## src/rtl/key_event_if.sv

```systemverilog
`timescale 1ns/1ps
// key_event_if: groups the debounced key levels and every classifier output.
// Handshake: evt_vld is a one-cycle strobe with no ready/backpressure; the
// consumer must capture evt_key/evt_type in the cycle evt_vld is high, and
// the per-key bit vectors are likewise single-cycle pulses that are never held.
// Note: "release" and "repeat" are SV keywords, so those vectors are named
// key_release and key_repeat.
interface key_event_if #(
    parameter int KEY_W = 6
);
    logic [KEY_W-1:0]   shape;
    logic [KEY_W-1:0]   press;
    logic [KEY_W-1:0]   key_release;
    logic [KEY_W-1:0]   long_press;
    logic [KEY_W-1:0]   key_repeat;
    logic [KEY_W-1:0]   held;
    logic               evt_vld;
    logic [2:0]         evt_key;
    logic [1:0]         evt_type;
    logic [2*KEY_W-1:0] dbg_state;

    modport master (
        output shape,
        input  press, key_release, long_press, key_repeat, held,
        input  evt_vld, evt_key, evt_type, dbg_state
    );

    modport slave (
        input  shape,
        output press, key_release, long_press, key_repeat, held,
        output evt_vld, evt_key, evt_type, dbg_state
    );
endinterface

```

## src/rtl/key_event.sv

```systemverilog
`timescale 1ns/1ps
// key_event: per-key classifier downstream of the debouncer. Turns each key's
// debounced level (1 = released, 0 = pressed) into press / release /
// long-press / auto-repeat pulses, and priority-encodes one event per cycle.
// Optional feature macro: KEY_EVENT_REPEAT_EN compiles in auto-repeat; when
// undefined key_repeat is constant 0 and the LONG state parks its counter.
// dbg_state carries each key's FSM state, two bits per key (key i at [2i+1:2i]).
module key_event #(
    parameter int KEY_W    = 6,
    parameter int LONG_CNT = 25_000_000,
    parameter int REP_CNT  = 5_000_000
) (
    input logic        clk,
    input logic        rst,
    key_event_if.slave bus
);
    // The counter must hold the longer of the two periods.
    localparam int CNT_MAX = (REP_CNT > LONG_CNT) ? REP_CNT : LONG_CNT;
    localparam int CW      = $clog2(CNT_MAX + 1);
    // Compare against period-1 so the pulse fires on the edge that completes
    // the period (long fires after edge k+LONG_CNT-1).
    localparam logic [CW-1:0] LONG_LAST = CW'(LONG_CNT - 1);
`ifdef KEY_EVENT_REPEAT_EN
    localparam logic [CW-1:0] REP_LAST  = CW'(REP_CNT - 1);
`endif

    typedef enum logic [1:0] {
        IDLE = 2'd0,
        HELD = 2'd1,
        LONG = 2'd2
    } key_state_t;

    key_state_t       state_q [KEY_W];
    key_state_t       state_n [KEY_W];
    logic [CW-1:0]    cnt_q   [KEY_W];
    logic [CW-1:0]    cnt_n   [KEY_W];
    logic [KEY_W-1:0] shape_d;
    logic [KEY_W-1:0] press_q, press_n;
    logic [KEY_W-1:0] rel_q, rel_n;
    logic [KEY_W-1:0] long_q, long_n;
    logic [KEY_W-1:0] rep_q, rep_n;
    logic             enc_vld;
    logic [2:0]       enc_key;
    logic [1:0]       enc_type;
    logic             evt_vld_q;
    logic [2:0]       evt_key_q;
    logic [1:0]       evt_type_q;

    // Per-key next state, counter and event pulses; release beats long/repeat.
    always_comb begin
        press_n = '0;
        rel_n   = '0;
        long_n  = '0;
        rep_n   = '0;
        for (int i = 0; i < KEY_W; i++) begin
            state_n[i] = state_q[i];
            cnt_n[i]   = cnt_q[i];
            case (state_q[i])
                IDLE: begin
                    cnt_n[i] = '0;
                    if (shape_d[i] && !bus.shape[i]) begin
                        state_n[i] = HELD;
                        press_n[i] = 1'b1;
                        cnt_n[i]   = CW'(1);
                    end
                end
                HELD: begin
                    if (bus.shape[i]) begin
                        state_n[i] = IDLE;
                        rel_n[i]   = 1'b1;
                        cnt_n[i]   = '0;
                    end else if (cnt_q[i] == LONG_LAST) begin
                        state_n[i] = LONG;
                        long_n[i]  = 1'b1;
                        cnt_n[i]   = '0;
                    end else begin
                        cnt_n[i] = cnt_q[i] + CW'(1);
                    end
                end
                LONG: begin
                    if (bus.shape[i]) begin
                        state_n[i] = IDLE;
                        rel_n[i]   = 1'b1;
                        cnt_n[i]   = '0;
                    end else begin
`ifdef KEY_EVENT_REPEAT_EN
                        // Restart from 0 so pulses stay exactly REP_CNT apart.
                        if (cnt_q[i] == REP_LAST) begin
                            rep_n[i] = 1'b1;
                            cnt_n[i] = '0;
                        end else begin
                            cnt_n[i] = cnt_q[i] + CW'(1);
                        end
`else
                        cnt_n[i] = '0;
`endif
                    end
                end
                default: begin
                    state_n[i] = IDLE;
                    cnt_n[i]   = '0;
                end
            endcase
        end
    end

    // Registers for input history, FSM state, counters and pulse vectors.
    always_ff @(posedge clk or posedge rst) begin
        if (rst) begin
            shape_d <= '1;
            press_q <= '0;
            rel_q   <= '0;
            long_q  <= '0;
            rep_q   <= '0;
            for (int i = 0; i < KEY_W; i++) begin
                state_q[i] <= IDLE;
                cnt_q[i]   <= '0;
            end
        end else begin
            shape_d <= bus.shape;
            press_q <= press_n;
            rel_q   <= rel_n;
            long_q  <= long_n;
            rep_q   <= rep_n;
            for (int i = 0; i < KEY_W; i++) begin
                state_q[i] <= state_n[i];
                cnt_q[i]   <= cnt_n[i];
            end
        end
    end

    // Priority encoder: lowest key wins, press > long > repeat > release.
    always_comb begin
        enc_vld  = 1'b0;
        enc_key  = '0;
        enc_type = 2'd0;
        for (int i = KEY_W - 1; i >= 0; i--) begin
            if (press_q[i] || long_q[i] || rep_q[i] || rel_q[i]) begin
                enc_vld = 1'b1;
                enc_key = 3'(i);
                if (press_q[i])     enc_type = 2'd0;
                else if (long_q[i]) enc_type = 2'd2;
                else if (rep_q[i])  enc_type = 2'd3;
                else                enc_type = 2'd1;
            end
        end
    end

    // Encoded event register: lags the bit vectors by one cycle.
    always_ff @(posedge clk or posedge rst) begin
        if (rst) begin
            evt_vld_q  <= 1'b0;
            evt_key_q  <= '0;
            evt_type_q <= '0;
        end else begin
            evt_vld_q  <= enc_vld;
            evt_key_q  <= enc_key;
            evt_type_q <= enc_type;
        end
    end

    // Output drive: held level and debug state come straight from the FSMs.
    always_comb begin
        bus.held      = '0;
        bus.dbg_state = '0;
        for (int i = 0; i < KEY_W; i++) begin
            bus.held[i]            = (state_q[i] != IDLE);
            bus.dbg_state[2*i +: 2] = state_q[i];
        end
    end

    assign bus.press       = press_q;
    assign bus.key_release = rel_q;
    assign bus.long_press  = long_q;
    assign bus.key_repeat  = rep_q;
    assign bus.evt_vld     = evt_vld_q;
    assign bus.evt_key     = evt_key_q;
    assign bus.evt_type    = evt_type_q;
endmodule

```

## src/flat_wrapper.sv

```systemverilog
// flat-port wrapper written by rule: the top's interface ports become plain ports
module key_event_flat 
#(
    parameter int KEY_W    = 6,
    parameter int LONG_CNT = 25_000_000,
    parameter int REP_CNT  = 5_000_000
)
  (clk, rst, bus_shape, bus_press, bus_key_release, bus_long_press, bus_key_repeat, bus_held, bus_evt_vld, bus_evt_key, bus_evt_type, bus_dbg_state);
  key_event_if #(.KEY_W(KEY_W)) bus_i ();
  input logic clk;
  input logic rst;
  input wire logic [$bits(bus_i.shape)-1:0] bus_shape;
  output wire logic [$bits(bus_i.press)-1:0] bus_press;
  output wire logic [$bits(bus_i.key_release)-1:0] bus_key_release;
  output wire logic [$bits(bus_i.long_press)-1:0] bus_long_press;
  output wire logic [$bits(bus_i.key_repeat)-1:0] bus_key_repeat;
  output wire logic [$bits(bus_i.held)-1:0] bus_held;
  output wire logic [$bits(bus_i.evt_vld)-1:0] bus_evt_vld;
  output wire logic [$bits(bus_i.evt_key)-1:0] bus_evt_key;
  output wire logic [$bits(bus_i.evt_type)-1:0] bus_evt_type;
  output wire logic [$bits(bus_i.dbg_state)-1:0] bus_dbg_state;
  assign bus_i.shape = bus_shape;
  assign bus_press = bus_i.press;
  assign bus_key_release = bus_i.key_release;
  assign bus_long_press = bus_i.long_press;
  assign bus_key_repeat = bus_i.key_repeat;
  assign bus_held = bus_i.held;
  assign bus_evt_vld = bus_i.evt_vld;
  assign bus_evt_key = bus_i.evt_key;
  assign bus_evt_type = bus_i.evt_type;
  assign bus_dbg_state = bus_i.dbg_state;
  key_event #(.KEY_W(KEY_W), .LONG_CNT(LONG_CNT), .REP_CNT(REP_CNT)) u_core (.clk(clk), .rst(rst), .bus(bus_i));
endmodule
```

## config.mk

```make
export PLATFORM = sky130hd
export DESIGN_NAME = key_event_flat
export DESIGN_NICKNAME = d
export VERILOG_FILES = /design/src/rtl/key_event_if.sv /design/src/rtl/key_event.sv /design/src/flat_wrapper.sv
export SDC_FILE = /design/constraint.sdc
export NUM_CORES = 1
export LEC_CHECK = 0
export ABC_AREA = 1
export CORE_ASPECT_RATIO = 0.8
export CORE_MARGIN = 1.5
export CORE_UTILIZATION = 61
export DETAILED_ROUTE_END_ITERATION = 12
export PLACE_DENSITY = 0.89
export REMOVE_ABC_BUFFERS = 1
export SYNTH_ARGS = -nofsm -noshare
export SYNTH_HDL_FRONTEND = slang
export SYNTH_SLANG_ARGS = --single-unit
```

## constraint.sdc

```tcl
create_clock -name clk -period 8 [get_ports clk]
set_clock_uncertainty 0.1 [all_clocks]
set_input_delay 0.8 -clock clk [delete_from_list [all_inputs] [get_ports clk]]
set_output_delay 0.8 -clock clk [all_outputs]
set_load 0.02 [all_outputs]
```

## Word-level counts from Yosys, hierarchy flattened

Index checks and enable logic that the tools add are counted.

| storage, ports and cells | value |
|---|---|
| logic and storage cells | 235 |
| latch bits | 0 |
| register bits after elaboration | 192 |
| memories | 0 |
| bits of input ports | 8 |
| ROM bits | 0 |
| bits in writable memories | 0 |
| output and inout bits | 48 |

| operators by class | value |
|---|---|
| shifts and indexed selects | 0 |
| reductions and logical operators | 48 |
| muxes and demuxes | 126 |
| $mul | 0 |
| bitwise gates (word level) | 0 |
| div/mod/pow operators | 0 |
| magnitude comparators | 0 |
| eq/ne operators | 36 |
| add/sub/neg operators | 6 |

Operators by type and width:

| cell | count |
|---|---|
| 2-to-1 mux 25 bit | 12 |
| one-hot mux 25 bit (2 select lines) | 6 |
| adder 25 x 1 -> 25 bit (second input constant) | 6 |
| == test 25 bit (second input constant) | 6 |
| 2-to-1 mux 2 bit | 42 |
| 2-to-1 mux 1 bit | 54 |
| one-hot mux 2 bit (3 select lines) | 6 |
| 2-to-1 mux 3 bit | 6 |
| inequality test 3 x 2 -> 1 bit (second input constant) | 6 |
| AND reduction 3 bit | 6 |
| == test 2 x 1 -> 1 bit (second input constant) | 6 |
| == test 2 bit (second input constant) | 6 |
| logical NOT 2 bit | 6 |
| logical OR 1 bit | 12 |
| inequality test 2 x 1 -> 1 bit (second input constant) | 6 |
| inequality test 2 bit (second input constant) | 6 |
| nonzero test 2 bit | 6 |
| OR reduction 2 bit | 6 |
| logical AND 1 bit | 6 |
| logical NOT 1 bit | 6 |

## Depth between registers and ports, before layout

Gate-level depths: netlist (run 1).

| depth | value |
|---|---|
| word-level depth | 8 |
| depth in mapped cells | 11 |
| depth with buffers taken out | 11 |

## Worst setup path before layout (run 1)

No wires, ideal clock.

| path | value |
|---|---|
| kind | register to output |
| start | register u_core.state_q (netlist bit u_core.bus.dbg_state[10]) |
| end | output bus_held[5] |
| data required time | 7100 ps |
| arrival | 966 ps |
| stages on the path, launching flop included | 4 |
| setup slack | 6134 ps |
| path buffers | 0 |
| cells stage by stage | dfrtp_1 -> inv_1 -> ha_1 -> inv_1 |

| between the ends | value |
|---|---|
| word-level cells in the longest chain between the ends | 1 |

RTL lines:

| item | line | RTL |
|---|---|---|
| from (decl) | key_event.sv:33 | `key_state_t state_q [KEY_W];` |
| from (signal, indexed assignment) | key_event.sv:126 | `state_q[i] <= state_n[i];` |
| nonzero test 2 bit | key_event.sv:167 | `bus.held[i] = (state_q[i] != IDLE);` |
| to (decl) | flat_wrapper.sv:17 | `output wire logic [$bits(bus_i.held)-1:0] bus_held;` |

Every way passes these cells.

## Worst setup path in the final report (run 1)

| path | value |
|---|---|
| start | register u_core.state_q (netlist bit u_core.bus.dbg_state[2]) |
| end | output bus_held[1] |

Same word-level chain as after synthesis.

==> results of run 1 <==
-- final cells by class --
cell class                 instances  share of cell area
inverter                         211              0.0648
timing repair buffer              50              0.0403
tap                              225              0.0228
multi-input combinational       1110               0.430
sequential                       192               0.390
clock inverter                    11              0.0149
clock buffer                      21              0.0373
-- final timing paths --
check                                        start                  endpoint  slack (ns)
setup / recovery           u_core.bus.dbg_state[2]               bus_held[1]        5.19
hold / removal                   u_core.cnt_q[100]         u_core.cnt_q[100]        0.39
setup reg to reg           u_core.bus.dbg_state[1]         u_core.cnt_q[139]        5.54
hold reg to reg                  u_core.cnt_q[100]         u_core.cnt_q[100]        0.39
max in group asynchronous                      rst  u_core.bus.dbg_state[11]        5.63
min in group asynchronous                      rst          u_core.cnt_q[57]        0.77
-- power groups by stage --
| stage | sequential (mW) | combinational, mW | clock, mW |
|---|---|---|---|
| 2_1_floorplan | 1.18 | 0.333 | 0 |
| 6_report | 1.13 | 0.645 | 0.936 |
| 5_1_grt | 1.14 | 0.712 | 0.985 |
| 3_3_place_gp | 1.14 | 0.618 | 0 |
| 3_5_place_dp | 1.14 | 0.637 | 0 |
| 4_1_cts | 1.13 | 0.647 | 0.945 |
-- critical path: cells and delay by family, from the launching register on --
kind                       cells  cell delay [ns]
adders and majority gates      1             0.25
buffers and inverters          3             0.80
DFF                            1             0.41
-- state kept, by name (all words and copies together) (netlist names) --
signal,cells
u_core.cnt_q,150
u_core.bus.evt_vld,1
u_core.bus.press,6
u_core.bus.long_press,6
u_core.shape_d,6
u_core.bus.evt_type,2
u_core.bus.dbg_state,12
u_core.bus.evt_key,3
u_core.bus.key_release,6
-- logic make-up after synthesis --
family	after synthesis
buf+inv	225
xor+xnor	36
compound gates	79
simple gates	965
flops	192
other cells	1
fa+ha+maj	24
-- through the flow --
step                      area [um2]   util  instances
after floorplan                10900      -       1513
after global placement         11700  0.669       1788
after detailed placement       11700  0.669       1788
after CTS                      12300  0.706       1820
after global routing           12300  0.706       1820
final                          12300  0.706       1820
-- routing by layer --
layer / track usage / vias up
met5: 0 / -
met4: 0.0925 / 0
met3: 0.0529 / 36
met2: 0.469 / 367
met1: 0.391 / 4717
li1: - / 4934
-- cells in the mapped netlist, drive strengths merged, types with 4 or more instances --
library cell / instances
o21bai: 5
buf: 14
nand3: 100
ha: 24
nor3b: 12
a21oi: 28
dfstp: 6
xor2: 26
nor4: 13
dfrtp: 186
xnor2: 10
inv: 211
nor2: 318
nor3: 96
nand4: 37
a31oi: 5
o211a: 4
nand2: 382
o21ai: 28
==> run_results.csv, run 1 <==
group,metric,value,unit
run_status,status,"complete, but fails checks",
run_status,violations,"design-rule violations",
cells_and_area,final_common_cell,"nand2_1",
clocking,cts_tree,"done",
power,p_sw_frac,0.319,
power,internal-power,1.84,mW
die,die_h,123,um
min_path,hp-class,"register to register",
grt,grt_pass1_wl,43500,um
cells_and_area,multi_input_area,5310,um2
worst_setup_path,crit_fanout,4,
sta,final_max_slew_viol_count,0,
power,power_frac_comb,0.238,
power,seqPwrFrac,0.416,
die,design.die.area,18800,um2
route,detail_route.first_pass.iterations,10,
cells_and_area,drive_above_1_share,0.0476,
sta,tns,0,ns
cells_and_area,num-nets-final,1614,
sta,setup_slack,5.19,ns
place,portBuffers,49,
synthesis,synth_cell_types,43,
clocking,cts_max_level,4,
place,place.gp.congestion,0.970,
grt,grt_pass1_vias,9442,
route,drt-initial-drc-count,818,
sta,hold_violations,0,
cells_and_area,mostFrequentLayoutCells,"nand2_1, nor2_1, inv_1, dfrtp_1, nand3_1",
synthesis,yosys.area.top_type_share,0.423,
synthesis,synthTopCellsByArea,"dfrtp_1, nand2_1, nor2_1",
sta,fmax,356,MHz
grt,grt.overflow.total,0,
sta,fin_hold_ws,0.395,ns
route,vias_per_cell,5.52,
synthesis,yosys_warnings,0,
sta,rsz0062_at_grt,"false",
clocking,clk_pin_slew_worst_paths,0.07,ns
route,wl_met2,12000,um
clocking,worstSkewPairLatency,0.44,ns
place,place_ws,4.98,ns
die,ios,56,
synthesis,synth-edff-count,0,
worst_setup_path,rr_worst_depth,8,
route,dr_total_vias,10100,
clocking,cts_sinks,192,
sta,period_share,0.351,
synthesis,synth_compound_area_frac,0.0422,
synthesis,ys_seq_area_frac,0.438,
cells_and_area,syn2layout_area_growth,12.3,%
clocking,numCtsBuffers,17,
route,postRouteAntennaNets,0,
synthesis,synth_fa_ha_area_frac,0.0273,
synthesis,async_reset_ff_frac,1.00,
die,die_w,153,um
clocking,clockBufferDepth,2,
synthesis,synth_top_family_by_area,"simple AND/OR/NAND/NOR gates",
sta,setup_viol,0,
power,powerDensity,219,nW/um2
sta,relSlewSlack,0.348,
clocking,hold_buffers,0,
route,wl_met1,11700,um
worst_setup_path,worstPathArrival,1.91,ns
worst_setup_path,crit_slowest_cell,"clkdlybuf4s50_1",
route,wl_met3,1700,um
synthesis,syn_area,11000,um2
worst_setup_path,path_cells,"inv_1, ha_1, inv_1, clkdlybuf4s50_1",
power,max-vdd-ir-drop,0.000155,V
worst_setup_path,cp_common_cell,"inv_1",
clocking,cts-resized-gates,0,
grt,grt_max_degree,119,
grt,antenna_found_initial,0,
synthesis,synthMuxAreaShare,0,
synthesis,synth-seq-cells,192,
worst_setup_path,endpoint_kind,"primary output",
flow_run,drv_cap,0,
synthesis,syn-instance-count,1522,
worst_setup_path,worstSetupPathType,"register to primary output",
die,rows,43,
worst_setup_path,required,7.10,ns
route,maxUsedRoutingLayer,"met4",
synthesis,yosys.area_share.simple,0.382,
die,initial_core_util,0.629,
power,clkPwrFrac,0.346,
power,power,2.71,mW
route,route.detailed.drc,5,
clocking,root_buffer,"clkbuf_16",
synthesis,syn_avg_cell_area,7.22,um2
synthesis,synthFlopType,"dfrtp_1",
clocking,post_cts_buffers,0,
route,totalWireLength,25700,um
worst_setup_path,slowest_delay,0.62,ns
power,switchingPower,0.864,mW
grt,track_usage,0.287,
min_path,holdPathStages,1,
worst_setup_path,critPathLaunchType,"register",
cells_and_area,antenna_cells,0,
route,routedWlPerCell,14.1,um
sta,period_needed,2.81,ns
sta,tightest_slew,0.978,ns
die,core_area,17500,um2
synthesis,synth_largest_area_cell,"dfrtp_1",
power,leakagePower,5.35,nW
cells_and_area,fill_cells,1377,
place,dp_hpwl,18500,um
synthesis,synth_xor_area_frac,0.0287,
cells_and_area,ff_latch_area,4810,um2
Power figures use the tool's default switching activity.
==> run 2, diff against run 1 <==
Settings changed: CORE_UTILIZATION 61 to 55, PLACE_DENSITY 0.89 to 0.85.
Clock period 8 ns to 2.5 ns, I/O delays scaled along.
==> run 2 against run 1 <==
Largest power group unchanged; combinational power increased to 3.2 times the previous value; routed wire length increased by 1.9%; sequential share of layout area decreased by 0.056 points; global-route usage decreased by 2.2 points; via count decreased by 0.42%; worst hold slack got worse by 0.29 ns; die area increased by 11%; critical endpoint is now u_core.cnt_q[24]; sequential power increased to 3.2 times the previous value; the run now ends clean; first-iteration DRC count increased by 23%; cell area increased by 0.14%; final cell count increased by 2.4%; register-to-register slack got worse by 5.3 ns.
==> run_results.csv, run 2 (synthesized netlist as in run 1, its figures left out) <==
group,metric,value,unit
route,drt-initial-drc-count,1009,
sta,relSlewSlack,0.594,
route,vias_per_cell,5.37,
clocking,hold_buffers,0,
grt,antenna_found_initial,0,
route,postRouteAntennaNets,0,
power,max-vdd-ir-drop,0.000530,V
place,placed_cells,1832,
die,design.die.area,20800,um2
cells_and_area,drive_above_1_share,0.0519,
worst_setup_path,critPathLaunchType,"register",
place,portBuffers,49,
worst_setup_path,worstSetupPathType,"register to register",
power,switchingPower,2.89,mW
cells_and_area,layoutNonFillerInstCount,1864,
cells_and_area,fin_area,12400,um2
route,totalWireLength,26200,um
power,internal-power,5.39,mW
cells_and_area,syn2layout_area_growth,12.4,%
flow_run,drv_cap,0,
cells_and_area,final_common_cell,"nand2_1",
grt,track_usage,0.265,
route,routedWlPerCell,14.1,um
sta,hold_violations,0,
sta,tightest_slew,0.604,ns
grt,grt_pass1_vias,9454,
worst_setup_path,required,2.72,ns
die,die_h,129,um
power,leakagePower,5.32,nW
clocking,cts_max_level,4,
route,dr_total_vias,10000,
die,ios,56,
power,powerDensity,670,nW/um2
die,die_w,161,um
place,place.gp.congestion,0.944,
clocking,cts_tree,"done",
power,p_sw_frac,0.349,
route,detail_route.first_pass.iterations,6,
sta,tns,0,ns
place,placedInstanceArea,11800,um2
route,route.detailed.drc,0,
clocking,clockBufferDepth,2,
die,rows,46,
cells_and_area,regMostFlops,"u_core.cnt_q",
die,initial_core_util,0.558,
cells_and_area,largest_register_ffs,150,
power,power_frac_comb,0.251,
sta,setup_viol,0,
power,clkPwrFrac,0.314,
worst_setup_path,worstPathArrival,2.47,ns
sta,period_needed,2.25,ns
clocking,root_buffer,"clkbuf_16",
die,core_area,19700,um2
sta,rsz0062_at_grt,"false",
worst_setup_path,crit_fanout,19,
cells_and_area,antenna_cells,0,
sta,fin_hold_ws,0.103,ns
clocking,cts_sinks,192,
clocking,cts-resized-gates,0,
grt,grt_max_degree,57,
clocking,worstSkewPairLatency,0.45,ns
worst_setup_path,endpoint_kind,"register",
clocking,clk_pin_slew_worst_paths,0.08,ns
cells_and_area,num-nets-final,1619,
sta,fmax,444,MHz
clocking,numCtsBuffers,17,
min_path,hp-class,"input pin to async pin",
sta,period_share,0.902,
cells_and_area,mostFrequentLayoutCells,"nand2_1, nor2_1, inv_1, dfrtp_1, nand3_1",
place,dp_hpwl,19500,um
clocking,post_cts_buffers,0,
run_status,status,"finished clean",
grt,grt_pass1_wl,44700,um
power,seqPwrFrac,0.435,
grt,grt.overflow.total,0,
sta,final_max_slew_viol_count,0,
-- run 2: metal layers --
layer	share of wire	routed length [um]	vias up	global-route usage
met5	0	0	-	0
met4	0.024	640	0	0.0882
met3	0.059	1540	47	0.0439
met2	0.46	11900	360	0.425
met1	0.46	12100	4658	0.369
li1	-	-	4947	-
-- run 2: layout make-up --
class	count	area, um2
clock buffers	17	425
clock inverters	15	125
fillers	1708	7320
inverters	211	800
multi-input cells	1110	5310
flip-flops and latches	192	4810
well taps	264	330
repair buffers	55	561
-- run 2: critical path, stage by stage (launching register included) --
cell and delay, ns:
dfrtp_1 0.46, ha_1 0.22, nand2_1 0.10, nor2_2 0.23
nand2_1 0.10, nor2_1 0.15, nand2_1 0.12, nand2_2 0.31
inv_1 0.20, nand2_1 0.11, nor2_1 0.04
-- run 2: per-stage QoR --
step	utilization	power, mW	setup WS, ns
after detailed placement	0.600	5.72	0.405
after global routing	0.628	8.69	0.0749
final	0.628	8.28	0.246
after CTS	0.628	8.31	0.241
after global placement	0.600	5.65	0.496
after floorplan	-	4.82	-3.07
-- run 2: worst paths after layout --
kind | slack (ns) | cells past startpoint | from | endpoint
worst max-delay path | 0.25 | 10 | u_core.cnt_q[0] | u_core.cnt_q[24]
worst min-delay path | 0.10 | 2 | rst | u_core.bus.dbg_state[1]
worst max register to register | 0.25 | 10 | u_core.cnt_q[0] | u_core.cnt_q[24]
worst min register to register | 0.40 | 1 | u_core.cnt_q[100] | u_core.cnt_q[100]
max in group asynchronous | 1.52 | 3 | rst | u_core.shape_d[3]
min in group clk | 0.27 | 1 | bus_shape[2] | u_core.shape_d[2]
-- run 2: power by group through the flow --
stage	logic (mW)	registers (mW)	clock network [mW]
6_report	2.08	3.60	2.60
5_1_grt	2.32	3.63	2.75
4_1_cts	2.09	3.60	2.63
3_5_place_dp	2.07	3.65	0
3_3_place_gp	2.01	3.64	0
2_1_floorplan	1.06	3.76	0
==> run 3, diff against run 2 <==
Settings changed: ABC_AREA 1 to not set, ABC_CLOCK_PERIOD_IN_PS set to 2500, CAP_MARGIN set to 15, CORE_UTILIZATION 55 to 54, PLACE_DENSITY 0.85 to 0.84.
==> run 3 against run 2 <==
Critical endpoint is now u_core.cnt_q[124]; count of clock-buffer cells in the layout up 4; routed wire length down 15%; die area fell by 7.8%; largest cell class is now sequential cells; power shrank 3.3%; area after synthesis decreased by 9.7%; non-clock buffer count is 12 higher; first-iteration DRC count decreased by 36%; register-to-register slack worse by 0.14 ns; critical path depth is 5 lower; largest power group unchanged; combinational power decreased by 27%; global-route usage is 2.3 points lower; clock power rose by 16%.
==> run_results.csv, run 3 <==
group,metric,value,unit
run_status,status,"finished clean",
cells_and_area,regMostFlops,"u_core.cnt_q",
power,power,8.00,mW
route,dr_total_vias,8242,
die,core_area,18100,um2
cells_and_area,num-nets-final,1123,
place,portBuffers,49,
sta,fmax,418,MHz
route,routedWlPerCell,16.6,um
worst_setup_path,critPathLaunchType,"register",
sta,tns,0,ns
synthesis,syn_area,9930,um2
worst_setup_path,worstPathArrival,2.64,ns
cells_and_area,antenna_cells,0,
clocking,cts_sinks,192,
die,ios,56,
sta,period_needed,2.39,ns
grt,met1_usage,0.338,
synthesis,synthTopCellsByCount,"dfrtp_1, a21oi_1, nor2_1, nand2_1, nand3_1",
sta,period_share,0.956,
grt,grt.busiest_layer,"met2",
grt,use_met3,0.0477,
worst_setup_path,worstReg2RegEnd,"u_core.cnt_q[124]",
clocking,cts_max_level,4,
sta,tightest_slew,0.520,ns
grt,grt.overflow.total,0,
place,place.gp.congestion,0.831,
sta,relSlewSlack,0.650,
place,placed_cells,1302,
synthesis,syn_avg_cell_area,9.53,um2
worst_setup_path,crit_fanout,14,
die,design.die.area,19200,um2
route,postRouteAntennaNets,0,
grt,track_usage,0.242,
cells_and_area,drive_above_1_share,0.0580,
power,powerDensity,704,nW/um2
cells_and_area,mostFrequentLayoutCells,"dfrtp_1, a21oi_1, nor2_1, nand2_1, nand3_1",
route,vias_per_cell,6.18,
route,totalWireLength,22200,um
power,internal-power,5.76,mW
die,die_w,155,um
cells_and_area,largest_register_ffs,150,
clocking,numCtsBuffers,17,
synthesis,async_reset_ff_frac,1.00,
clocking,cts_tree,"done",
flow_run,drv_cap,0,
cells_and_area,fin_area,11400,um2
cells_and_area,layoutNonFillerInstCount,1334,
synthesis,yosys.area.top_type_share,0.469,
synthesis,synth-seq-cells,192,
place,dp_hpwl,15300,um
grt,grt_max_degree,70,
power,p_sw_frac,0.280,
min_path,hp-class,"input pin to async pin",
synthesis,synth_largest_area_cell,"dfrtp_1",
die,rows,44,
sta,rsz0062_at_grt,"false",
cells_and_area,final_common_cell,"dfrtp_1",
synthesis,synth_most_common_cell,"dfrtp_1",
worst_setup_path,cp-startpoint,"u_core.cnt_q[100]",
synthesis,synth_cell_types,56,
worst_setup_path,worstSetupPathType,"register to register",
power,switchingPower,2.24,mW
synthesis,ys_seq_area_frac,0.485,
power,leakagePower,4.33,nW
route,detail_route.first_pass.iterations,5,
power,seqPwrFrac,0.434,
synthesis,synth-edff-count,0,
clocking,clk_pin_slew_worst_paths,0.07,ns
worst_setup_path,r2r_slack,0.11,ns
cells_and_area,syn2layout_area_growth,14.4,%
synthesis,yosys_warnings,0,
grt,grt_pass1_wl,37900,um
synthesis,synthTopCellsByArea,"dfrtp_1, a21oi_1, or4_1",
place,placedInstanceArea,10700,um2
worst_setup_path,r2r_start,"u_core.cnt_q[100]",
clocking,clockBufferDepth,2,
grt,antenna_found_initial,0,
grt,grt_pass1_vias,7897,
clocking,root_buffer,"clkbuf_16",
sta,final_max_slew_viol_count,0,
die,die_h,124,um
power,max-vdd-ir-drop,0.000411,V
sta,setup_slack,0.109,ns
sta,fin_hold_ws,0.168,ns
die,initial_core_util,0.550,
worst_setup_path,endpoint_kind,"register",
power,clkPwrFrac,0.377,
worst_setup_path,required,2.75,ns
place,place_ws,0.148,ns
power,power_frac_comb,0.189,
route,route.detailed.drc,0,
synthesis,syn-instance-count,1042,
route,drt-initial-drc-count,650,
worst_setup_path,crit_end,"u_core.cnt_q[124]",
worst_setup_path,rr_worst_depth,5,
cells_and_area,fin_util,0.629,
grt,use_met2,0.387,
sta,setup_viol,0,
sta,hold_violations,0,
synthesis,synthFlopType,"dfrtp_1",
clocking,worstSkewPairLatency,0.43,ns
run 3: changes by cell type in the layout (fill, tap and decap cells not counted), sizes merged, moves of 34 or more:
cell,change
a21oi,+54
nand3,-35
inv,-175
nand2,-313
nor2,-240
o31ai,+45
nor3,-66
or4,+51
or3,+34
run 3: layer usage:
| metal | vias up | wire length (um) |
|---|---|---|
| met4 | 0 | 294 |
| met3 | 29 | 1030 |
| met2 | 250 | 10700 |
| li1 | 3922 | - |
| met5 | - | 0 |
| met1 | 4041 | 10200 |
run 3: repair_timing:
item | 4_1_cts | 5_1_grt
gates resized for setup | 0 | 1
endpoints found under the setup margin | 0 | 1
setup buffers | 0 | 0
hold buffers | 0 | 0
run 3: power groups by stage:
stage          Combinational (mW)  Sequential (mW)  Clock, mW
6_report                     1.51             3.47       3.02
5_1_grt                      1.66             3.50       3.20
4_1_cts                      1.52             3.47       3.07
3_5_place_dp                 1.51             3.53          0
3_3_place_gp                 1.46             3.52          0
2_1_floorplan               0.716             3.61          0
run 3: area by class of cell:
class | instances | area, um2
fillers | 1428 | 6700
flip-flops and latches | 192 | 4810
multi-input cells | 771 | 4780
repair buffers | 67 | 663
clock buffers | 21 | 440
well taps | 230 | 288
clock inverters | 11 | 213
inverters | 42 | 165
run 3: kinds of logic after synthesis:
family,share of synthesized area
and+or+nand+nor,0.264
DFF,0.485
other,0.000378
AOI/OAI and AO/OA,0.128
buffers and inverters,0.0368
muxes,0.00101
adders and majority gates,0.0302
xor gates and xnor gates,0.0547
run 3: worst min path at each step:
stage | start | end | slack, ns | depth (start not counted)
after floorplan | bus_shape[0] | u_core.shape_d[0] | 0.15 | 0
after global placement | u_core.cnt_q[25] | u_core.cnt_q[25] | 0.37 | 1
after detailed placement | u_core.cnt_q[25] | u_core.cnt_q[25] | 0.38 | 1
after CTS | rst | u_core.bus.key_release[4] | 0.18 | 2
after global routing | rst | u_core.bus.key_release[4] | 0.24 | 2
final | rst | u_core.bus.key_release[4] | 0.17 | 2
run 3: critical path, stage by stage, from the launching register on:
cell	delay [ns]
dfrtp_1	0.41
ha_1	0.24
nand2_1	0.13
or4_1	0.73
or4_1	0.55
a21oi_1	0.16
